### config.mk
export PLATFORM = sky130hd
export DESIGN_NAME = dot_product_sequencer
export DESIGN_NICKNAME = d
export VERILOG_FILES = /design/src/rtl/dot_product_sequencer.sv
export SDC_FILE = /design/constraint.sdc
export NUM_CORES = 1
export LEC_CHECK = 0
export ABC_CLOCK_PERIOD_IN_PS = 4200
export CAP_MARGIN = 0
export CORE_ASPECT_RATIO = 1.25
export CORE_MARGIN = 3
export CORE_UTILIZATION = 35
export CTS_CLUSTER_SIZE = 10
export DETAILED_ROUTE_END_ITERATION = 8
export PLACE_DENSITY = 0.73
export SYNTH_ARGS = -nofsm -noshare
export SYNTH_HDL_FRONTEND = slang
export SYNTH_SLANG_ARGS = --single-unit
### constraint.sdc
create_clock -name clk -period 4.2 [get_ports clk]
set_input_delay 0.84 -clock clk [delete_from_list [all_inputs] [get_ports clk]]
set_output_delay 0.84 -clock clk [all_outputs]
set_load 0.03 [all_outputs]
### src/rtl/dot_product_sequencer.sv
// Serial dot-product sequencer: walks N_ELEM weight/pixel pairs through one shared
// multiplier and one shared adder, accumulating into acc and reporting a sign-extended sum.
module dot_product_sequencer #(
  parameter int N_ELEM  = 10,
  parameter int MUL_LAT = 1,
  parameter int ADD_LAT = 1,
  parameter int DATA_W  = 10,
  parameter int COEF_W  = 19,
  parameter int ACC_W   = 26
) (
  input  logic                     clk,
  input  logic                     GlobalReset,
  input  logic                     start,
  output logic [3:0]               elem_idx,
  input  logic signed [COEF_W-1:0] wgt_sel,
  input  logic [DATA_W-1:0]        pix_sel,
  output logic signed [COEF_W-1:0] mul_wgt,
  output logic [DATA_W-1:0]        mul_pix,
  input  logic signed [ACC_W-1:0]  mul_result,
  output logic signed [ACC_W-1:0]  add_a,
  output logic signed [ACC_W-1:0]  add_b,
  input  logic signed [ACC_W-1:0]  add_result,
  output logic                     busy,
  output logic                     done,
  output logic signed [ACC_W:0]    value
);

  localparam int LAT_MAX = (MUL_LAT > ADD_LAT) ? MUL_LAT : ADD_LAT;
  localparam int CNT_W   = (LAT_MAX < 2) ? 1 : $clog2(LAT_MAX);
  localparam logic [3:0]       LAST_IDX = 4'(N_ELEM - 1);
  localparam logic [CNT_W-1:0] MUL_CNT  = CNT_W'(MUL_LAT - 1);
  localparam logic [CNT_W-1:0] ADD_CNT  = CNT_W'(ADD_LAT - 1);

  typedef enum logic [2:0] {IDLE, ISSUE, WAIT_MUL, ADD, WAIT_ADD, DONE} state_t;

  function automatic logic signed [ACC_W:0] sext_acc(input logic signed [ACC_W-1:0] a);
    return {a[ACC_W-1], a};
  endfunction

  state_t                    state, state_nxt;
  logic [3:0]                k, k_nxt;
  logic [CNT_W-1:0]          cnt, cnt_nxt;
  logic signed [ACC_W-1:0]   acc, acc_nxt;
  logic signed [COEF_W-1:0]  mul_wgt_nxt;
  logic [DATA_W-1:0]         mul_pix_nxt;
  logic signed [ACC_W-1:0]   add_a_nxt, add_b_nxt;
  logic                      busy_nxt, done_nxt;
  logic signed [ACC_W:0]     value_nxt;

  // elem_idx tracks k, so it holds the last issued index outside ISSUE
  assign elem_idx = k;

  always_comb begin
    state_nxt   = state;
    k_nxt       = k;
    cnt_nxt     = cnt;
    acc_nxt     = acc;
    mul_wgt_nxt = mul_wgt;
    mul_pix_nxt = mul_pix;
    add_a_nxt   = add_a;
    add_b_nxt   = add_b;
    busy_nxt    = busy;
    done_nxt    = 1'b0;
    value_nxt   = value;
    case (state)
      IDLE: begin
        if (start) begin
          acc_nxt   = '0;
          k_nxt     = '0;
          busy_nxt  = 1'b1;
          value_nxt = '0;
          state_nxt = ISSUE;
        end
      end
      ISSUE: begin
        mul_wgt_nxt = wgt_sel;
        mul_pix_nxt = pix_sel;
        cnt_nxt     = MUL_CNT;
        state_nxt   = WAIT_MUL;
      end
      WAIT_MUL: begin
        if (cnt == '0) state_nxt = ADD;
        else           cnt_nxt   = cnt - CNT_W'(1);
      end
      ADD: begin
        add_a_nxt = mul_result;
        add_b_nxt = acc;
        cnt_nxt   = ADD_CNT;
        state_nxt = WAIT_ADD;
      end
      WAIT_ADD: begin
        if (cnt == '0) begin
          acc_nxt = add_result;
          if (k == LAST_IDX) begin
            // done and value are registered so both appear in the DONE cycle
            done_nxt  = 1'b1;
            busy_nxt  = 1'b0;
            value_nxt = sext_acc(add_result);
            state_nxt = DONE;
          end else begin
            k_nxt     = k + 4'd1;
            state_nxt = ISSUE;
          end
        end else begin
          cnt_nxt = cnt - CNT_W'(1);
        end
      end
      DONE:    state_nxt = IDLE;
      default: state_nxt = IDLE;
    endcase
  end

  always_ff @(posedge clk) begin
    if (GlobalReset) begin
      state   <= IDLE;
      k       <= '0;
      cnt     <= '0;
      acc     <= '0;
      mul_wgt <= '0;
      mul_pix <= '0;
      add_a   <= '0;
      add_b   <= '0;
      busy    <= 1'b0;
      done    <= 1'b0;
      value   <= '0;
    end else begin
      state   <= state_nxt;
      k       <= k_nxt;
      cnt     <= cnt_nxt;
      acc     <= acc_nxt;
      mul_wgt <= mul_wgt_nxt;
      mul_pix <= mul_pix_nxt;
      add_a   <= add_a_nxt;
      add_b   <= add_b_nxt;
      busy    <= busy_nxt;
      done    <= done_nxt;
      value   <= value_nxt;
    end
  end

endmodule

==> results.toml <==
[critical_path]
critical-path-top-delay-family = "simple AND/OR/NAND/NOR gates"
r2r_setup_slack_ps = 1620
cp_max_fo = 44
path_class = "reg -> reg"
critPathRequiredTime_ps = 4520
cp-end-kind = "flop"
crit_buf_inv = 0
crit_chain = "and4b_1 -> nand2_1 -> a21oi_1"
critPathLaunchType = "flop"
crit_path_top_delay_cell = "and4b_1"
cp.arrival_ps = 2900
cpPeakStageDelay_ps = 1140

[finish]
nets = 891
syn_to_final_growth_pct = 47.5
final_common_cell = "clkdlybuf4s50_1"
drive_above_1_share_pct = 7.70
antennaDiodeCount = 0
final_cell_mix = "196 x clkdlybuf4s50_1, 189 x nand2_1, 141 x dfxtp_1, 137 x a21oi_1, 29 x o21ai_0"
final_cells = 1000

[yosys]
syn_inst = 645
synth_top_area_share_pct = 52.8
synth.area.top_cells = "dfxtp_1 53%, nand2_1 13%, a21oi_1 13%, o211ai_2 4.4%, nand4_1 3.1%"
ys_seq_area_share_pct = 52.8
ys_warn_count = 0
syn-num-nets = 731
yosysUniqueCellTypes = 34
post_synth_fa_ha_maj_area_fraction_pct = 0.464
synth-compound-area-share_pct = 21.5
synthSimpleGateAreaFrac_pct = 19.2
synthMuxAreaShare_pct = 0.186
ys_ff_latch = 142
synth_top_family_by_area = "compound AO/OA/AOI/OAI gates"
netlist_area_mm2 = 0.00539
synth_xor_area_share_pct = 0.163
yosysTopAreaCell = "dfxtp_1"
synth.avg_cell_area_um2 = 8.35

[timing]
fin_crit_ps = 2580
fin_skew_ps = 6.80
finalCritPeriodShare_pct = 61.5
worst_slew_pin_slew_ps = 1350
hold_violations = 0
setup_viol = 0
maxSlewViolCount = 0
fmax_mhz = 387
rsz0062_at_grt = "false"
maxSlewHeadroom_pct = 9.63
tns_ps = 0

[global_routing]
grt_max_degree = 97
grt_pass1_wl_um = 24800
grt_overflow = 0
grt_use_met3_pct = 5.74
grt_pass1_vias = 4770
grt_use_met2_pct = 32.0
busiest_layer = "met2"
antenna_found_initial = 0
grt_use_met1_pct = 22.6
grtUsageTotal_pct = 18.8

[drt]
postRouteAntennaNets = 0
drtIter0Drc = 400
vias = 5121
wl_per_cell_um = 16.2
wl_um = 16200
vias_per_cell = 5.12
dr.pass1.iters = 5
drc = 0

[die]
die-area_mm2 = 0.0169
die_h_um = 145
io_pins = 198
core_mm2 = 0.0150
die_x_um = 117
fp-row-count = 50
start_util_pct = 35.9

[power_and_ir_drop]
p_switching_mw = 0.817
p_int_mw = 2.43
peakVddDrop_mv = 0.198
power_frac_comb_pct = 11.7
sw_frac_of_total_pct = 25.2
clockPowerShare_pct = 45.0
power_density_mw_per_mm2 = 409
p_seq_share_pct = 43.3
p_leak_nw = 2.59

[status]
status = "completed"

[clocking]
clk_path_buf_depth = 2
cts-buffers-inserted = 17
cts_resized = 0
cts_tree = "yes"
hold_buffers = 0
clkTransAtPathRegs_ps = 60
cts.sinks = 142
ctsHtreeMaxLevel = 4
clock_latency_ps = 410
root_buffer = "clkbuf_16"
cts_setup_buffers = 0

[placed_design]
port-buffer-count = 197
gp_congestion = 0.757
dpl.hpwl_um = 10400
dp_cells = 968

[min_path]
hp-class = "reg -> reg"

[run]
maxCapViolCount = 0
[metal layers]
layer	part of all wire, %	wire length (um)
met1	40	6470
met2	51	8360
met3	6.9	1130
met4	1.8	289
met5	0	0
[cell usage after synthesis]
library cell / n
xnor2_1: 1
or2_2: 1
a31oi_1: 1
o31ai_1: 2
o21ai_0: 29
ha_1: 2
or3b_1: 1
buf_2: 26
nor3b_2: 1
dfxtp_1: 142
nand2_1: 189
nor4b_1: 1
inv_1: 2
nand3_1: 1
o211ai_2: 19
and3b_1: 1
nor4bb_1: 1
nor3b_1: 2
buf_1: 1
or4b_1: 1
nor3_1: 2
nor2_1: 3
buf_6: 2
a21oi_1: 137
mux2i_1: 1
buf_4: 4
o211ai_1: 7
and4b_1: 1
nand4_1: 27
a2111oi_0: 2
nand4b_1: 3
nand3b_1: 1
nand2b_1: 1
clkbuf_1: 30
[flip-flops by register name, indices dropped and copies added, names as in the netlist]
register	flops
acc	26
mul_pix	10
done	1
add_a	26
busy	1
elem_idx	4
value	26
state	3
add_b	26
mul_wgt	19
[cell families after synthesis]
kind of cell,Yosys count
AO/OA/AOI/OAI,197
XOR/XNOR,1
adder cells (fa/ha/maj),2
buffers and inverters,65
flip-flops,142
multiplexers,1
AND/OR/NAND/NOR,237
[area by class of cell]
class / count / area (um2)
inverters: 2 / 7.51
clock buffers: 22 / 464
multi-input cells: 438 / 2260
fillers: 1437 / 7070
repair buffers: 204 / 2030
clock inverters: 10 / 114
well taps: 182 / 228
flip-flops and latches: 142 / 2840
[stage by stage]
step / utilization (%) / total power, mW / setup slack (ps) / hold slack (ps) / area (um2)
finish: 52.9 / 3.25 / 1620 / 449 / 7950
floorplan: - / 1.64 / 2370 / 428 / 5390
global route: 52.9 / 3.37 / 1400 / 466 / 7950
CTS: 52.9 / 3.28 / 1640 / 451 / 7950
global placement: 49.1 / 1.81 / 1610 / 436 / 7370
detailed placement: 49.1 / 1.82 / 1480 / 443 / 7370
[power groups by stage]
stage	clock network (mW)	registers, mW	logic (mW)
6_report	1.46	1.41	0.381
5_1_grt	1.55	1.41	0.409
4_1_cts	1.49	1.41	0.384
3_5_place_dp	0	1.43	0.384
3_3_place_gp	0	1.43	0.381
2_1_floorplan	0	1.48	0.164
[path summary, 6_finish.rpt]
kind | startpoint | to | cells past startpoint
max | state[2] | state[2] | 3
min | acc[18] | add_b[18] | 2
max reg2reg | state[2] | state[2] | 3
min reg2reg | acc[18] | add_b[18] | 2
[tightest hold or removal path: cells and delay by family (launching register included)]
family	cells	cell delay [ps]
AND/OR/NAND/NOR	1	50
AO/OA/AOI/OAI	1	50
flip-flops	1	300
Power figures use the tool's default switching activity.
